<file path="src/rtl/cache_port_arbiter.sv">
// Round-robin arbiter sharing one blocking cache request port among NUM_REQ requesters.
// One transaction in flight: IDLE -> ISSUE -> (WAIT_RSP -> DELIVER) -> IDLE.
module cache_port_arbiter #(
  parameter int NUM_REQ = 2,
  parameter int W       = 64,
  parameter int TIMEOUT = 1024
) (
  input  logic                 clk_in,
  input  logic                 rst_N_in,
  input  logic [NUM_REQ-1:0]   hc_valid_in,
  output logic [NUM_REQ-1:0]   hc_ready_out,
  input  logic [NUM_REQ*W-1:0] hc_addr_in,
  input  logic [NUM_REQ*W-1:0] hc_value_in,
  input  logic [NUM_REQ-1:0]   hc_we_in,
  output logic [NUM_REQ-1:0]   hc_valid_out,
  input  logic [NUM_REQ-1:0]   hc_ready_in,
  output logic [W-1:0]         hc_value_out,
  output logic [W-1:0]         hc_addr_out,
  output logic                 lc_valid_out,
  input  logic                 lc_ready_in,
  output logic [W-1:0]         lc_addr_out,
  output logic [W-1:0]         lc_value_out,
  output logic                 lc_we_out,
  input  logic                 lc_valid_in,
  output logic                 lc_ready_out,
  input  logic [W-1:0]         lc_value_in,
  output logic                 busy_out,
  output logic                 timeout_out
);

  localparam int PW = $clog2(NUM_REQ);
  localparam int CW = $clog2(TIMEOUT);

  typedef enum logic [1:0] {IDLE, ISSUE, WAIT_RSP, DELIVER} state_t;

  typedef struct packed {
    logic [W-1:0]  addr;
    logic [W-1:0]  value;
    logic          we;
    logic [PW-1:0] id;
  } req_t;

  state_t                    state_q, state_d;
  req_t                      req_q;
  logic [W-1:0]              rsp_q;
  logic [CW-1:0]             cnt_q;
  logic [PW-1:0]             rr_ptr, gnt_idx;
  logic                      gnt_vld, timeout_q;
  logic [NUM_REQ-1:0][W-1:0] addr_v, value_v;

  assign addr_v  = hc_addr_in;
  assign value_v = hc_value_in;

  function automatic logic [PW-1:0] rr_idx(input logic [PW-1:0] base, input int off);
    int s;
    s = int'(base) + off;
    if (s >= NUM_REQ) s = s - NUM_REQ;
    return PW'(s);
  endfunction

  // Scan from the far end so the requester closest to rr_ptr wins.
  always_comb begin
    gnt_vld = 1'b0;
    gnt_idx = '0;
    for (int k = NUM_REQ-1; k >= 0; k--) begin
      if (hc_valid_in[rr_idx(rr_ptr, k)]) begin
        gnt_vld = 1'b1;
        gnt_idx = rr_idx(rr_ptr, k);
      end
    end
  end

  always_ff @(posedge clk_in or negedge rst_N_in) begin
    if (!rst_N_in) state_q <= IDLE;
    else           state_q <= state_d;
  end

  always_comb begin
    state_d = state_q;
    unique case (state_q)
      IDLE:     if (gnt_vld) state_d = ISSUE;
      ISSUE:    if (lc_ready_in) state_d = req_q.we ? IDLE : WAIT_RSP;
      WAIT_RSP: begin
        if (lc_valid_in)                     state_d = DELIVER;
        else if (cnt_q == CW'(TIMEOUT - 1))  state_d = IDLE;
      end
      DELIVER:  if (hc_ready_in[req_q.id]) state_d = IDLE;
      default:  state_d = IDLE;
    endcase
  end

  always_ff @(posedge clk_in or negedge rst_N_in) begin
    if (!rst_N_in) begin
      req_q     <= '0;
      rsp_q     <= '0;
      cnt_q     <= '0;
      rr_ptr    <= '0;
      timeout_q <= 1'b0;
    end else begin
      timeout_q <= 1'b0;
      case (state_q)
        IDLE: if (gnt_vld) begin
          req_q.addr  <= addr_v[gnt_idx];
          req_q.value <= value_v[gnt_idx];
          req_q.we    <= hc_we_in[gnt_idx];
          req_q.id    <= gnt_idx;
          rr_ptr      <= rr_idx(gnt_idx, 1);
        end
        ISSUE: cnt_q <= '0;
        WAIT_RSP: begin
          if (lc_valid_in) begin
            rsp_q <= lc_value_in;
          end else begin
            cnt_q <= cnt_q + 1'b1;
            if (cnt_q == CW'(TIMEOUT - 1)) timeout_q <= 1'b1;
          end
        end
        default: ;
      endcase
    end
  end

  always_comb begin
    lc_valid_out = (state_q == ISSUE);
    lc_ready_out = (state_q == WAIT_RSP);
    busy_out     = (state_q != IDLE);
    hc_value_out = '0;
    hc_addr_out  = '0;
    if (state_q == DELIVER) begin
      hc_value_out = rsp_q;
      hc_addr_out  = req_q.addr;
    end
  end

  assign lc_addr_out  = req_q.addr;
  assign lc_value_out = req_q.value;
  assign lc_we_out    = req_q.we;
  assign timeout_out  = timeout_q;

  // Ready is gated by reset so every output reads zero while reset is held.
  for (genvar i = 0; i < NUM_REQ; i++) begin : g_lane
    assign hc_ready_out[i] = rst_N_in && (state_q == IDLE) && gnt_vld && (gnt_idx == PW'(i));
    assign hc_valid_out[i] = (state_q == DELIVER) && (req_q.id == PW'(i));
  end

endmodule

</file>
<file path="config.mk">
export PLATFORM = sky130hd
export DESIGN_NAME = cache_port_arbiter
export DESIGN_NICKNAME = d
export VERILOG_FILES = /design/src/rtl/cache_port_arbiter.sv
export SDC_FILE = /design/constraint.sdc
export NUM_CORES = 1
export LEC_CHECK = 0
export CAP_MARGIN = 20
export CORE_AREA = 8 8 226 228
export DETAILED_ROUTE_END_ITERATION = 7
export DIE_AREA = 0 0 234 236
export HOLD_SLACK_MARGIN = 0.06
export PLACE_DENSITY_LB_ADDON = 0.08
export RECOVER_POWER = 50
export SETUP_SLACK_MARGIN = 0.3
export SYNTH_ARGS = -nofsm -noshare
export SYNTH_HDL_FRONTEND = slang
export SYNTH_SLANG_ARGS = --single-unit
</file>
<file path="constraint.sdc">
create_clock -name clk_in -period 3.75 [get_ports clk_in]
set_input_delay 0.75 -clock clk_in [delete_from_list [all_inputs] [get_ports clk_in]]
set_output_delay 0.75 -clock clk_in [all_outputs]
set_load 0.1 [all_outputs]
</file>
==> flow_summary_export.csv <==
group,metric,value,unit
run_status,outcome,"finished with violations",
run_status,violations,"design-rule violations, max-capacitance violations, max-slew violations",
cells_and_area,nets,1695,
cts,cts.sinks,208,
yosys,muxShareOfSynthArea,7.50,%
critical_path,worstPathBufferInverterCount,2,
detailed_routing,drcViolationCount,4,
sta,setup_violations,0,
yosys,yosys.area_share.xor_xnor,0.170,%
floorplan,die_h,236,µm
detailed_routing,first_iter_violations,752,
sta,worstMarginPinSlew,1.77,ns
critical_path,cp_cell_sequence,"nor2_2 > and3_1 > clkbuf_4 > a222oi_1 > inv_1",
cts,clkLatencyLatePin,0.55,ns
global_route,grt_pass1_vias,9909,
yosys,ys_seq_area_share,50.5,%
global_route,grt_pass1_wl,73100,µm
critical_path,arrival,3.69,ns
yosys,synth_top_family_by_area,"buffers and inverters",
critical_path,r2r_slack,0.55,ns
floorplan,rows,80,
detailed_routing,dr.pass1.iters,8,
cts,cts_tree,"done",
critical_path,crit_family,"buffers and inverters",
yosys,synth_cell_types,36,
placed_design,port_buffers,594,
yosys,syn_avg_cell_area,11.0,µm²
yosys,synth_compound_area_share,13.5,%
sta,fin_crit_sh,85.4,%
global_route,grt_remaining_overflow,0,
sta,drv_slew,160,
sta,hold_viol,0,
sta,fmax,0.312,GHz
detailed_routing,routedWlPerCell,25.4,µm
yosys,synth_top_area_cell,"dfrtp_1",
critical_path,crit_start,"state_q[0]",
detailed_routing,vias,9154,
placed_design,dpl.hpwl,37300,µm
floorplan,num_io_pins,595,
detailed_routing,via_per_inst,4.57,
global_route,grt_max_degree,131,
sta,min_period,3.20,ns
critical_path,crit_slowest_cell,"clkbuf_4",
floorplan,core_area,47300,µm²
detailed_routing,ant_nets,0,
floorplan,die_area,55200,µm²
critical_path,critPathCaptureType,"flop",
yosys,synthAdderAreaFrac,0.122,%
worst_hold_path,holdCritPathClass,"flop to flop",
cts,clockBufferDepth,3,
critical_path,critPathMaxFanout,130,
cells_and_area,syn2layout_area_growth,59.2,%
placed_design,gp_congestion,0.755,
sta,relSlewSlack,-18.0,%
cts,cts.clk_slew.worst_paths,0.06,ns
global_route,antenna_found_initial,14,
critical_path,timing.rr.start,"state_q[0]",
sta,clock_skew,0.0142,ns
critical_path,path_depth,5,
floorplan,dieWidth,234,µm
critical_path,startpoint_type,"flop",
sta,setup_tns,0,ns
cells_and_area,n_fill_cell,4858,
yosys,netlist_instances,937,
detailed_routing,drt_wl_total,50800,µm
critical_path,cp.required,4.24,ns
critical_path,r2r_end,"lc_addr_out[49]",
yosys,yosys_warnings,0,
yosys,syn_nets,1268,
critical_path,cp-endpoint,"lc_addr_out[49]",
cells_and_area,layout-drive-gt1-share,18.9,%
run,cap_violations,2,
critical_path,r2r_cells,5,
critical_path,crit_path_max_incr_delay,1.27,ns
yosys,yosys.area_share.simple,10.0,%
global_route,grtUsageTotal,17.5,%
yosys,syn_area,10300,µm²
sta,rsz0062_at_grt,"false",
yosys,synth-seq-cells,208,
floorplan,start_util,21.7,%
cts,htreeDepth,1,
yosys,synth.top_cell.area_share,50.5,%
cts,cts_made_buffers,28,
yosys,synthTopCellsByArea,"dfrtp_1, a222oi_1, buf_4",
critical_path,worstSetupPathType,"flop to flop",
cts,root_buffer,"clkbuf_16",
## Yosys cell counts
| master | instances |
|---|---|
| xor2_1 | 2 |
| nor2b_1 | 1 |
| clkbuf_1 | 47 |
| nand2b_1 | 2 |
| o21ai_0 | 3 |
| inv_1 | 132 |
| a2111oi_0 | 1 |
| nand4_1 | 1 |
| buf_2 | 22 |
| buf_4 | 128 |
| a222oi_1 | 129 |
| nor3_4 | 1 |
| nor3b_1 | 1 |
| nor4_1 | 1 |
| ha_1 | 1 |
| buf_6 | 10 |
| a21oi_1 | 3 |
| nand2_1 | 12 |
| dfrtp_1 | 208 |
| o21ai_1 | 1 |
| nand3_1 | 6 |
| a221o_1 | 1 |
| and4_1 | 2 |
| and3_1 | 132 |
| or2_2 | 1 |
| a21o_1 | 2 |
| or3b_1 | 1 |
| and2_1 | 3 |
| mux2i_1 | 4 |
| o311ai_0 | 1 |
| o31ai_1 | 1 |
| mux2_2 | 65 |
| a31oi_1 | 1 |
| buf_1 | 4 |
| o211ai_1 | 1 |
| nor2_1 | 6 |
## state kept, by name, indices dropped and copies added (netlist names)
register      cells
lc_we_out         1
rsp_q            64
cnt_q            10
lc_value_out     64
state_q           2
rr_ptr            1
lc_addr_out      64
timeout_out       1
req_q             1
## cell usage in the layout (no fill, tap or decap), drive strengths merged, types with 2 or more instances in the layout
| cell | count |
|---|---|
| buf | 146 |
| mux2i | 4 |
| a222oi | 129 |
| and4 | 2 |
| diode | 5 |
| xor2 | 2 |
| nand3 | 6 |
| nand2 | 12 |
| mux2 | 65 |
| and3 | 132 |
| a21o | 2 |
| dfrtp | 208 |
| nand2b | 2 |
| clkdlybuf4s50 | 452 |
| o21ai | 4 |
| and2 | 3 |
| inv | 132 |
| clkbuf | 54 |
| clkinv | 3 |
| nor2 | 6 |
| a21oi | 3 |
## worst register-to-register path, stage by stage (launching register included)
cell	delay, ns
dfrtp_4	0.70
nor2_2	0.40
and3_1	0.24
clkbuf_4	1.27
a222oi_1	0.42
inv_1	0.12
## timing repair
item / in CTS / in global routing
endpoints found under the setup margin: 1 / 0
hold buffers: 1 / 0
resized for setup: 1 / 0
buffers inserted: 0 / 0
hold endpoints to repair: 17 / 0
## cell type report
class                   instances  area (µm²)  area share [%]
clock buffers                  45         866            5.28
inverters                     132         495            3.02
clock inverters                 5        52.6           0.321
flip-flops and latches        208        5210            31.8
repair buffers                608        5750            35.1
multi-input cells             386        3230            19.7
well taps                     615         769            4.69
diodes                          5        12.5          0.0763
## how the worst min path moves through the flow
stage | to | cells after the start | start | slack (ns)
final | cnt_q[8] | 1 | cnt_q[8] | 0.48
after global routing | rsp_q[20] | 1 | rsp_q[20] | 0.51
after CTS | cnt_q[8] | 1 | cnt_q[8] | 0.48
after detailed placement | cnt_q[8] | 1 | cnt_q[8] | 0.48
after global placement | cnt_q[8] | 1 | cnt_q[8] | 0.47
after floorplan | cnt_q[0] | 0 | rst_N_in | 0.45
## stage by stage
stage	utilization [%]	hold slack, ns	instances	cell area [µm²]	setup slack [ns]
3_5_place_dp	32.8	0.475	1948	15500	0.786
6_report	34.6	0.483	2004	16400	0.548
4_1_cts	34.7	0.483	1999	16400	0.419
5_1_grt	34.6	0.513	2001	16400	0.369
2_1_floorplan	-	0.445	937	10300	0.634
3_3_place_gp	32.8	0.472	1948	15500	0.809
## per-layer routing
metal / wire [µm] / vias up / global-route usage (%)
li1: - / 4138 / -
met5: 109 / - / 0
met1: 19200 / 4545 / 20.0
met3: 5920 / 54 / 7.97
met2: 25000 / 399 / 30.1
met4: 629 / 18 / 2.78
## logic make-up after synthesis
kind of cell,count (synthesis)
DFF,208
xor gates and xnor gates,2
AOI/OAI and AO/OA,144
buffers and inverters,343
muxes,69
adders and majority gates,1
and+or+nand+nor,170
Power is left out: the tool's default activity adds up to more than one toggle a clock period on the data nets, which glitch-free logic cannot reach.
